[src/rtl/seq_detector_pkg.sv]
// Shared constants and helper functions for the serial pattern detector.
package seq_detector_pkg;

    // Widest pattern the helper mask function can describe.
    localparam int MAX_W = 64;

    // Default configuration: detect "101" with overlapping matches.
    localparam logic [7:0] DEF_PATTERN = 8'b0000_0101;
    localparam int         DEF_LEN     = 3;

    // Bits needed to hold a length value in the range 0..w.
    function automatic int len_bits(input int w);
        return $clog2(w + 1);
    endfunction

    // Lengths of 0 or beyond the maximum mean "use the full width".
    function automatic int clamp_len(input int len, input int w);
        return ((len <= 0) || (len > w)) ? w : len;
    endfunction

    // Mask with the low `len` bits set; callers slice it to their width.
    function automatic logic [MAX_W-1:0] len_mask(input int unsigned len);
        logic [MAX_W-1:0] m;
        m = '0;
        for (int unsigned i = 0; i < MAX_W; i++) begin
            if (i < len) m[i] = 1'b1;
        end
        return m;
    endfunction

endpackage

[src/rtl/seq_detector_sat_counter.sv]
// Saturating up-counter with synchronous reset and clear.
module sat_counter #(
    parameter int WIDTH = 8
) (
    input  logic             clk,
    input  logic             reset,
    input  logic             clear,
    input  logic             inc,
    output logic [WIDTH-1:0] cnt
);

    logic [WIDTH-1:0] cnt_q;

    // Count up on inc, stick at all-ones, clear on reset or clear.
    always_ff @(posedge clk) begin
        // NOTE: sequential state is always assigned with <= so every register
        // samples the pre-edge values of its inputs.
        if (reset || clear) begin
            cnt_q <= '0;
        end else if (inc && (cnt_q != '1)) begin
            cnt_q <= cnt_q + 1'b1;
        end
    end

    assign cnt = cnt_q;

endmodule

[src/rtl/seq_detector.sv]
// Serial bit-pattern detector with runtime-loadable pattern, length and
// overlap mode. Produces a same-cycle match, a held match flag and a
// saturating match count.
module seq_detector
    import seq_detector_pkg::*;
#(
    parameter int             W             = 8,
    parameter int             CNT_W         = 8,
    parameter logic [W-1:0]   RESET_PATTERN = W'(DEF_PATTERN),
    parameter int             RESET_LEN     = DEF_LEN
) (
    input  logic                    clk,
    input  logic                    reset,
    input  logic                    en,
    input  logic                    a,
    input  logic                    load,
    input  logic [W-1:0]            pattern,
    input  logic [$clog2(W+1)-1:0]  len,
    input  logic                    overlap,
    output logic                    y_mealy,
    output logic                    y_moore,
    output logic [CNT_W-1:0]        match_count
);

    localparam int LEN_W = len_bits(W);

    // History: newest bit in hist_q[0]. fill_q counts fresh bits, capped at W.
    logic [W-1:0]     hist_q, hist_d;
    logic [LEN_W-1:0] fill_q, fill_d;
    logic [W-1:0]     pat_q;
    logic [LEN_W-1:0] len_q;
    logic             ovl_q;
    logic             moore_q;

    logic [LEN_W-1:0] len_clamped;
    logic [MAX_W-1:0] mask_full;
    logic [W-1:0]     mask;
    logic [LEN_W:0]   fill_inc;
    logic             enough_bits;
    logic             match_now;

    assign len_clamped = LEN_W'(clamp_len(int'(len), W));

    // Match compare against the candidate history including the incoming bit.
    always_comb begin
        // NOTE: every combinational output gets a default first so no path
        // leaves it unassigned and no latch is inferred.
        hist_d      = {hist_q[W-2:0], a};
        mask_full   = len_mask(32'(len_q));
        mask        = mask_full[W-1:0];
        fill_inc    = {1'b0, fill_q} + 1'b1;
        enough_bits = (fill_inc >= {1'b0, len_q});
        match_now   = enough_bits && (((hist_d ^ pat_q) & mask) == '0);
        // Non-overlap discards all used bits so the next match needs len fresh bits.
        if (match_now && !ovl_q) begin
            fill_d = '0;
        end else if (fill_q == LEN_W'(W)) begin
            fill_d = fill_q;
        end else begin
            fill_d = fill_q + 1'b1;
        end
    end

    // Configuration, history, fill and registered match flag.
    always_ff @(posedge clk) begin
        if (reset) begin
            hist_q  <= '0;
            fill_q  <= '0;
            pat_q   <= RESET_PATTERN;
            len_q   <= LEN_W'(clamp_len(RESET_LEN, W));
            ovl_q   <= 1'b1;
            moore_q <= 1'b0;
        end else if (load) begin
            // A load in the same cycle as a strobe discards that bit.
            hist_q  <= '0;
            fill_q  <= '0;
            pat_q   <= pattern;
            len_q   <= len_clamped;
            ovl_q   <= overlap;
            moore_q <= 1'b0;
        end else if (en) begin
            hist_q  <= hist_d;
            fill_q  <= fill_d;
            moore_q <= match_now;
        end
    end

    assign y_mealy = en & match_now & ~load & ~reset;
    assign y_moore = moore_q;

    sat_counter #(
        .WIDTH (CNT_W)
    ) u_match_cnt (
        .clk   (clk),
        .reset (reset),
        .clear (load),
        .inc   (y_mealy),
        .cnt   (match_count)
    );

endmodule

[config.mk]
export PLATFORM = sky130hd
export DESIGN_NAME = seq_detector
export DESIGN_NICKNAME = d
export VERILOG_FILES = /design/src/rtl/seq_detector_pkg.sv /design/src/rtl/seq_detector_sat_counter.sv /design/src/rtl/seq_detector.sv
export SDC_FILE = /design/constraint.sdc
export NUM_CORES = 1
export LEC_CHECK = 0
export ABC_AREA = 1
export ABC_CLOCK_PERIOD_IN_PS = 2200
export CAP_MARGIN = 0
export CELL_PAD_IN_SITES_DETAIL_PLACEMENT = 1
export CELL_PAD_IN_SITES_GLOBAL_PLACEMENT = 1
export CORE_ASPECT_RATIO = 0.8
export CORE_UTILIZATION = 37
export DETAILED_ROUTE_END_ITERATION = 7
export GPL_TIMING_DRIVEN = 0
export PLACE_DENSITY_LB_ADDON = 0.25
export SLEW_MARGIN = 20
export SYNTH_ARGS = -nofsm -noshare
export SYNTH_HDL_FRONTEND = slang
export SYNTH_SLANG_ARGS = --single-unit
[constraint.sdc]
create_clock -name clk -period 2.2 [get_ports clk]
set_input_delay 0.44 -clock clk [delete_from_list [all_inputs] [get_ports clk]]
set_output_delay 0.44 -clock clk [all_outputs]
set_load 0.1 [all_outputs]
# Word level (Yosys, flattened, before mapping)
# Cells that the tools add are included.
# totals
register_bits	33
latch_bits	0
mem_bits_rw	0
mem_bits_ro	0
input_bits	18
out_inout_bits	10
wordCells	51
n_memories	0
# classes
add_sub_neg	3
multipliers	0
div_mod_pow	0
order_cmp	11
n_eq_ne	3
shifts	0
muxes	11
bitwise	7
n_reduce_logical	9
# ops
cell	n
$lt 3x4->1 const A	4
$mux 4	3
$add 8x1->8 const B	1
$and 8x8->8	1
$logic_not 8->1	1
$lt 1x4->1 const A	2
$lt 2x4->1 const A	2
$mux 1	8
$ne 8x8->1 const B	1
$xor 8x8->8	1
$add 4x1->5 const B	1
$ge 5x4->1	1
$add 4x1->4 const B	1
$eq 4x4->1 const B	1
$gt 4x4->1 const B	1
$le 4x1->1 const B	1
$and 1x1->1	3
$logic_and 1x1->1	3
$logic_or 1x1->1	2
$ne 2x2->1 const B	1
$not 1->1	2
$reduce_and 2->1	1
$reduce_or 2->1	1
$logic_not 1->1	1

# Logic depth before layout (Yosys ltp)
# Gate-level depths: netlist (run 1).
# depth
depth_word	9
mapped_depth	14
ltp_nobuf	13

# By module
# A second synthesis (run 1) with hierarchy kept.
# unflattened
cells_unflattened	266
area_unflattened_um2	1851.8
# by_module_without_submodules
mod	n_inst	cells_per_inst	area_per_inst_um2	seq_area_each_um2
seq_detector	1	199	1403.8	500.5
sat_counter	1	67	447.9	160.2

# Worst setup path after synthesis (run 1)
# No wires, ideal clock.
# synth_timing
path_kind	reg-to-reg
startpoint	register u_match_cnt.cnt_q[1] (netlist: u_match_cnt.cnt[1])
endpoint	register u_match_cnt.cnt_q[2] (netlist: u_match_cnt.cnt[2])
t_arrival_ns	2.300
required_ns	2.130
setup_slack_ns	-0.170
path_stages_with_launch	8
n_path_buf	0
cell_sequence	dfxtp_1 -> ha_1 -> nand3_1 -> nor2_1 -> nand3_1 -> nand2_1 -> nand2_1 -> a21oi_1
# synth_between
elab_chain_cells	2
word_cells_on_any_way	3
cone_classes	1 x add/sub; 1 x eq/ne; 1 x reduce/logical
# synth_lines
element	line_no	text
start: declaration	seq_detector_sat_counter.sv:12	logic [WIDTH-1:0] cnt_q;
start signal: assignment	seq_detector_sat_counter.sv:21	cnt_q <= cnt_q + 1'b1;
branches (longest 2 deep; another with $add 8x1->8)	-	
# Parallel ways; which one is timed is not known.
# A chain may end at the register's enable or synchronous reset.

# Worst setup path in the final report (run 1)
# layout_timing
startpoint	register fill_q[0]
endpoint	output y_mealy
# layout_between
elab_chain_cells	6
# layout_lines
element	line_no	text
start: declaration	seq_detector.sv:29	logic [LEN_W-1:0] fill_q, fill_d;
start signal: assignment	seq_detector.sv:83	fill_q <= fill_d;
$add 4x1->5	seq_detector.sv:51	fill_inc = {1'b0, fill_q} + 1'b1;
$ge 5x4->1	seq_detector.sv:52	enough_bits = (fill_inc >= {1'b0, len_q});
$logic_and 1x1->1	seq_detector.sv:53	match_now = enough_bits && (((hist_d ^ pat_q) & mask) == '0);
$and 1x1->1 (3 in series)	seq_detector.sv:88	assign y_mealy = en & match_now & ~load & ~reset;
end: declaration	seq_detector.sv:20	output logic y_mealy,
# Every way passes these cells.

==> out/summary.txt, run 1 <==
Dpl ws: -1350 ps
Yosys warns: 0
DRC: 0
Core Area: 0.00431 mm^2
Hold_ws: 392 ps
Peak supply drop: 0.279 mV
Die X-Extent: 77.9 um
Post-DP HPWL: 3240 um
Net Sw Frac: 0.257
Util after Layout: 0.545
Initial Util: 0.396
Mapped Nets: 269
Simple logic cell fraction of the synthesized area: 0.298
Routed wl met2: 2340 um
Met3 WL post-DR: 135 um
Top FF cell, synth: dfxtp_1
# fillers: 562
Violations in the final reports: setup timing
FMAX: 382 MHz
Critical Path Source Type: flip-flop
Ports: 28
Library cells used by synthesis: 23
Pwr Density: 620 mW/mm^2
WP data arrival: 2180 ps
# setup viols final: 5
Vias in the first global route: 1,719
Post-layout instance area: 0.00235 mm^2
Critical path endpoint category: output pin
Final hold viol count: 0
Final WL: 4980 um
Hold buffers post-CTS: 0
Largest family of logic cells by synthesized area: simple AND/OR/NAND/NOR gates
Post-Synthesis Cell Area: 0.00171 mm^2
Layout Nets: 312
Fraction of the mapped netlist area in compound gates: 0.128
Clock Skew: 3.41 ps
Net Sw Power: 374 uW
Worst Max-Slew Pin Slew: 979 ps
Global-route wire length before repair: 7820 um
IO Port Bufs: 26
# Max-Cap Violations: 0
Mux cell area share after synthesis: 0
Htree depth: 2
Full die area: 0.00489 mm^2
Grt ovf: 0
CTS Root Cell: clkbuf_8
Placed cell area: 0.00204 mm^2
XOR/XNOR share of the synthesized area: 0.0359
Pleak: 0.00104 uW
Tot GR Track Use: 0.206
Slew HR: 0.350
Initial antenna violation count: 0
Int Power: 1080 uW
Status: complete, but fails checks
Register area share after synthesis: 0.387
Ys async rst share: 0
Yosys reg bits: 33
Post-synth EDFFs: 0
Row Count: 21
Most common cell after layout, fill and taps aside: nand2_1
Gate Count Post-Synth: 244
CTS sink cnt: 33
Wl on met1: 2430 um
PnR worst setup slack: -416 ps
Slew Viols, Final: 0
Final period util: 1.19
1st-iter DRT viols: 78
CTS tree: yes
Commonest non-fill, non-tap cells in the layout: 68 x nand2_1, 34 x inv_1, 27 x dfxtp_1
Clock power frac: 0.417
Adder-cell share of the synthesized area: 0.0513
Worst hold path type: primary input to flip-flop
RSZ-0062 raised after global routing: yes
Top Layer Used: met4
Logic pwr share: 0.148
TritonCTS buffer count: 5
Layout overhead on the synthesized area: 37.6%
Share of layout cells above drive strength 1: 0.167
Tmin final: 2620 ps
Clock-pin slew on the worst setup and hold paths: 70 ps
Worst skew pair latency: 290 ps
WHS Path Cells: 2
DR vias/cell: 4.96
Worst setup path class: flip-flop to output pin
DRT Pass-1 Iters: 4
Flop pwr share: 0.434
Worst Reg-to-Reg Cells: 15
Largest net degree at the start of global routing: 11
Die Span Y: 62.7 um
Via count: 1,711
Average wire per standard cell: 14.4 um
Sum Neg Setup Slack: -800 ps
Avg Synthesized Cell Area: 6.99 um^2
Longest Clk Path Bufs: 2
N_diodes: 0
Critical Path RT: 1760 ps
Post-route ant nets: 0
RD Place Congestion: 0.774
Critical path peak fanout: 5
final timing paths:
check	start	endpoint	slack, ps
max reg2reg	fill_q[0]	fill_q[3]	-160
max	fill_q[0]	y_mealy	-420
min reg2reg	pat_q[4]	pat_q[4]	480
min	load	ovl_q	390
critical path, stage by stage, from the launching register on:
cell and delay (ps):
dfxtp_4 380, ha_4 190, xor2_4 160, ha_4 270, nand2_1 50, nand2_1 60
nand3_1 90, nand4_1 170, nand3_2 120, nor2_4 110, buf_6 110, buf_12 160
power by group through the flow:
stage | Combinational, uW | Clock (uW) | Sequential (uW)
2_1_floorplan | 111 | 0 | 645
3_3_place_gp | 173 | 0 | 645
3_5_place_dp | 177 | 0 | 646
4_1_cts | 192 | 612 | 633
5_1_grt | 243 | 641 | 634
6_report | 216 | 607 | 632
area by class of cell:
class                   instances  area, um^2  share of cell area
multi-input cells             170         982               0.418
flip-flops and latches         33         676               0.288
repair buffers                 36         334               0.142
inverters                      38         143              0.0607
clock buffers                   7        86.3              0.0368
well taps                      57        71.3              0.0304
clock inverters                 1        30.0              0.0128
plain buffers                   3        26.3              0.0112
cells in the mapped netlist, types with 2 or more instances:
| master | number | share of area |
|---|---|---|
| a21oi_1 | 19 | 0.056 |
| o22ai_1 | 8 | 0.029 |
| inv_2 | 3 | 0.0066 |
| nor2_4 | 2 | 0.013 |
| nand2_1 | 68 | 0.15 |
| nor2_1 | 12 | 0.026 |
| dfxtp_1 | 33 | 0.39 |
| buf_6 | 2 | 0.013 |
| nand4_1 | 4 | 0.015 |
| nor2_2 | 2 | 0.0073 |
| ha_1 | 7 | 0.051 |
| xnor2_1 | 2 | 0.010 |
| o21ai_0 | 10 | 0.029 |
| xor2_1 | 5 | 0.026 |
| inv_1 | 35 | 0.077 |
| nand3_1 | 24 | 0.070 |
| o211ai_1 | 2 | 0.0088 |
registers in the layout, summed over array words and instances (netlist names):
signal	flops
u_match_cnt.cnt	8
pat_q	8
hist_q	7
ovl_q	1
fill_q	4
len_q	4
y_moore	1
layer usage:
layer  vias up  GRT usage
met5         -          0
met4         0     0.0833
met3         8     0.0409
met2        28      0.333
met1       802      0.270
li1        873          -
logic make-up (layout without fill, tap and decap cells):
family	after synthesis	after routing
flops	33	33
buf+inv	41	85
compound gates	40	40
xor+xnor	7	7
fa+ha+maj	7	7
simple gates	116	116
per-stage QoR:
stage          instances  power [uW]
2_1_floorplan        244         756
3_3_place_gp         327         818
3_5_place_dp         327         823
4_1_cts              340        1440
5_1_grt              345        1520
6_report             345        1450
what timing repair did:
item / in CTS / in global routing
gates resized for setup: 27 / 14
pin swaps: 9 / 12
endpoints found under the setup margin: 17 / 14
endpoints found under the hold margin: 0 / 0
buffers inserted: 6 / 6
Power figures use the tool's default switching activity.
==> inputs of run 2 (changes only) <==
- CORE_ASPECT_RATIO: 0.8 -> 1.5
- CORE_UTILIZATION: 37 -> 44
- DONT_BUFFER_PORTS: unset -> 1
==> run 2 against run 1 <==
  * The run still ends with setup timing left
  * Register-to-register slack is essentially flat
  * Sequential power is essentially flat
  * Combinational power shrank 24%
  * Non-clock buffer count shrank 30
  * Highest routed layer unchanged
  * Largest power group unchanged
  * Hold slack lost 140 ps
  * Final cell count shrank 13%
==> out/summary.txt, run 2 (synthesis results as in run 1) <==
Global-route wire length before repair: 7020 um
Final WL: 4490 um
DR vias/cell: 5.46
Worst skew pair latency: 280 ps
RR Startpoint: fill_q[0]
Worst Reg-to-Reg Cells: 13
Longest Clk Path Bufs: 2
Logic pwr share: 0.136
Layout overhead on the synthesized area: 21.3%
Via count: 1,632
Net Sw Power: 326 uW
Die Span Y: 78.3 um
IO Port Bufs: 0
Htree depth: 2
Row Count: 27
Most common cell after layout, fill and taps aside: nand2_1
Critical Path Source Type: flip-flop
Violations in the final reports: setup timing
DRT Pass-1 Iters: 4
FMAX: 397 MHz
Status: complete, but fails checks
Initial Util: 0.463
Hold Startpoint: reset
Final period util: 1.15
Slew Viols, Final: 0
Critical Path Source: fill_q[0]
Critical path endpoint category: output pin
Inst Count DP: 287
Ports: 28
Util after Layout: 0.562
Final Non-Filler Cells: 299
Vias in the first global route: 1,651
RSZ-0062 raised after global routing: yes
Post-DP HPWL: 3040 um
TritonCTS buffer count: 5
Initial antenna violation count: 0
Worst setup path class: flip-flop to output pin
# Max-Cap Violations: 0
Slew HR: 0.279
Flop pwr share: 0.521
Tmin final: 2520 ps
Share of layout cells above drive strength 1: 0.203
Worst Hold End: len_q[0]
Commonest non-fill, non-tap cells in the layout: 63 x nand2_1, 35 x inv_1, 22 x dfxtp_1
Int Power: 885 uW
# setup viols final: 9
CTS Root Cell: clkbuf_8
Pwr Density: 585 mW/mm^2
Tot GR Track Use: 0.228
Sum Neg Setup Slack: -1160 ps
Layout Nets: 282
WHS Path Cells: 2
Clock Skew: 6.34 ps
Worst hold path type: primary input to flip-flop
Full die area: 0.00414 mm^2
Net Sw Frac: 0.269
Final hold viol count: 0
Clock-pin slew on the worst setup and hold paths: 60 ps
CTS tree: yes
Core Area: 0.00368 mm^2
Worst Max-Slew Pin Slew: 1080 ps
Critical path peak fanout: 5
Post-route ant nets: 0
Clock power frac: 0.343
RD Place Congestion: 0.758
PnR worst setup slack: -320 ps
N_diodes: 0
CTS sink cnt: 33
DRC: 0
Grt ovf: 0
Pleak: 0.000875 uW
Reg2Reg Setup Slack: -170 ps
Largest net degree at the start of global routing: 11
Reg2reg end: y_moore
Critical Path RT: 1760 ps
WP data arrival: 2080 ps
1st-iter DRT viols: 13
Peak supply drop: 0.472 mV
Average wire per standard cell: 15.0 um
Die X-Extent: 52.9 um
Hold buffers post-CTS: 0
run 2: cell types whose count changed in the layout (fill, tap and decap cells not counted), moves of 3 or more:
cell             delta
nand3_2             +3
buf_4               -6
dfxtp_4             +3
clkdlybuf4s50_1    -16
dfxtp_1             -5
dlygate4sd2_1       -9
nand2_1             -5
nand2_4             +3
run 2: final cells by class:
type | instances | area (um^2)
Clock buffer | 5 | 68.8
Clock inverter | 1 | 5.00
Sequential cell | 33 | 689
Fill cell | 470 | 1610
Buffer | 3 | 35.0
Multi-Input combinational cell | 170 | 1000
Tap cell | 43 | 53.8
Timing Repair Buffer | 6 | 73.8
Inverter | 38 | 143
run 2: metrics by stage:
step / cell area, um^2 / total power (uW) / hold WS (ps) / setup WS, ps
after floorplan: 1710 / 756 / 436 / 24.6
after global placement: 1760 / 786 / 460 / -323
after detailed placement: 1760 / 790 / 468 / -360
after CTS: 1960 / 1220 / 245 / -308
after global routing: 2070 / 1260 / 255 / -427
final: 2070 / 1210 / 253 / -320
run 2: routing by layer:
layer | global-route usage | wire length [um] | share of wire
met1 | 0.228 | 1740 | 0.39
met2 | 0.425 | 2490 | 0.55
met3 | 0.0543 | 148 | 0.033
met4 | 0.0921 | 118 | 0.026
met5 | 0 | 0 | 0
run 2: repair_timing:
item,4_1_cts,5_1_grt
pin swaps,10,6
endpoints found under the setup margin,11,14
gates resized for setup,18,23
setup buffers,2,3
cloned,1,0
run 2: worst max path at each step:
stage | to | slack [ps] | cells past startpoint
after global placement | u_match_cnt.cnt[2] | -320 | 6
after floorplan | u_match_cnt.cnt[2] | 20 | 6
after CTS | y_mealy | -310 | 10
after global routing | y_mealy | -430 | 10
final | y_mealy | -320 | 10
after detailed placement | u_match_cnt.cnt[2] | -360 | 6
run 2: power by group through the flow:
stage               clock, uW  combinational, uW  sequential, uW
global placement            0                138             648
global route              444                187             634
floorplan                   0                111             645
detailed placement          0                141             649
finish                    416                164             631
CTS                       430                158             634
run 2: worst max-delay path: stages (launching register included):
cell	delay [ps]
dfxtp_4	370
ha_4	170
xor2_2	160
ha_1	320
nand2_1	70
nand2_1	70
nand3_1	60
nand4_1	140
nand3_2	110
nor2_4	120
buf_12	190
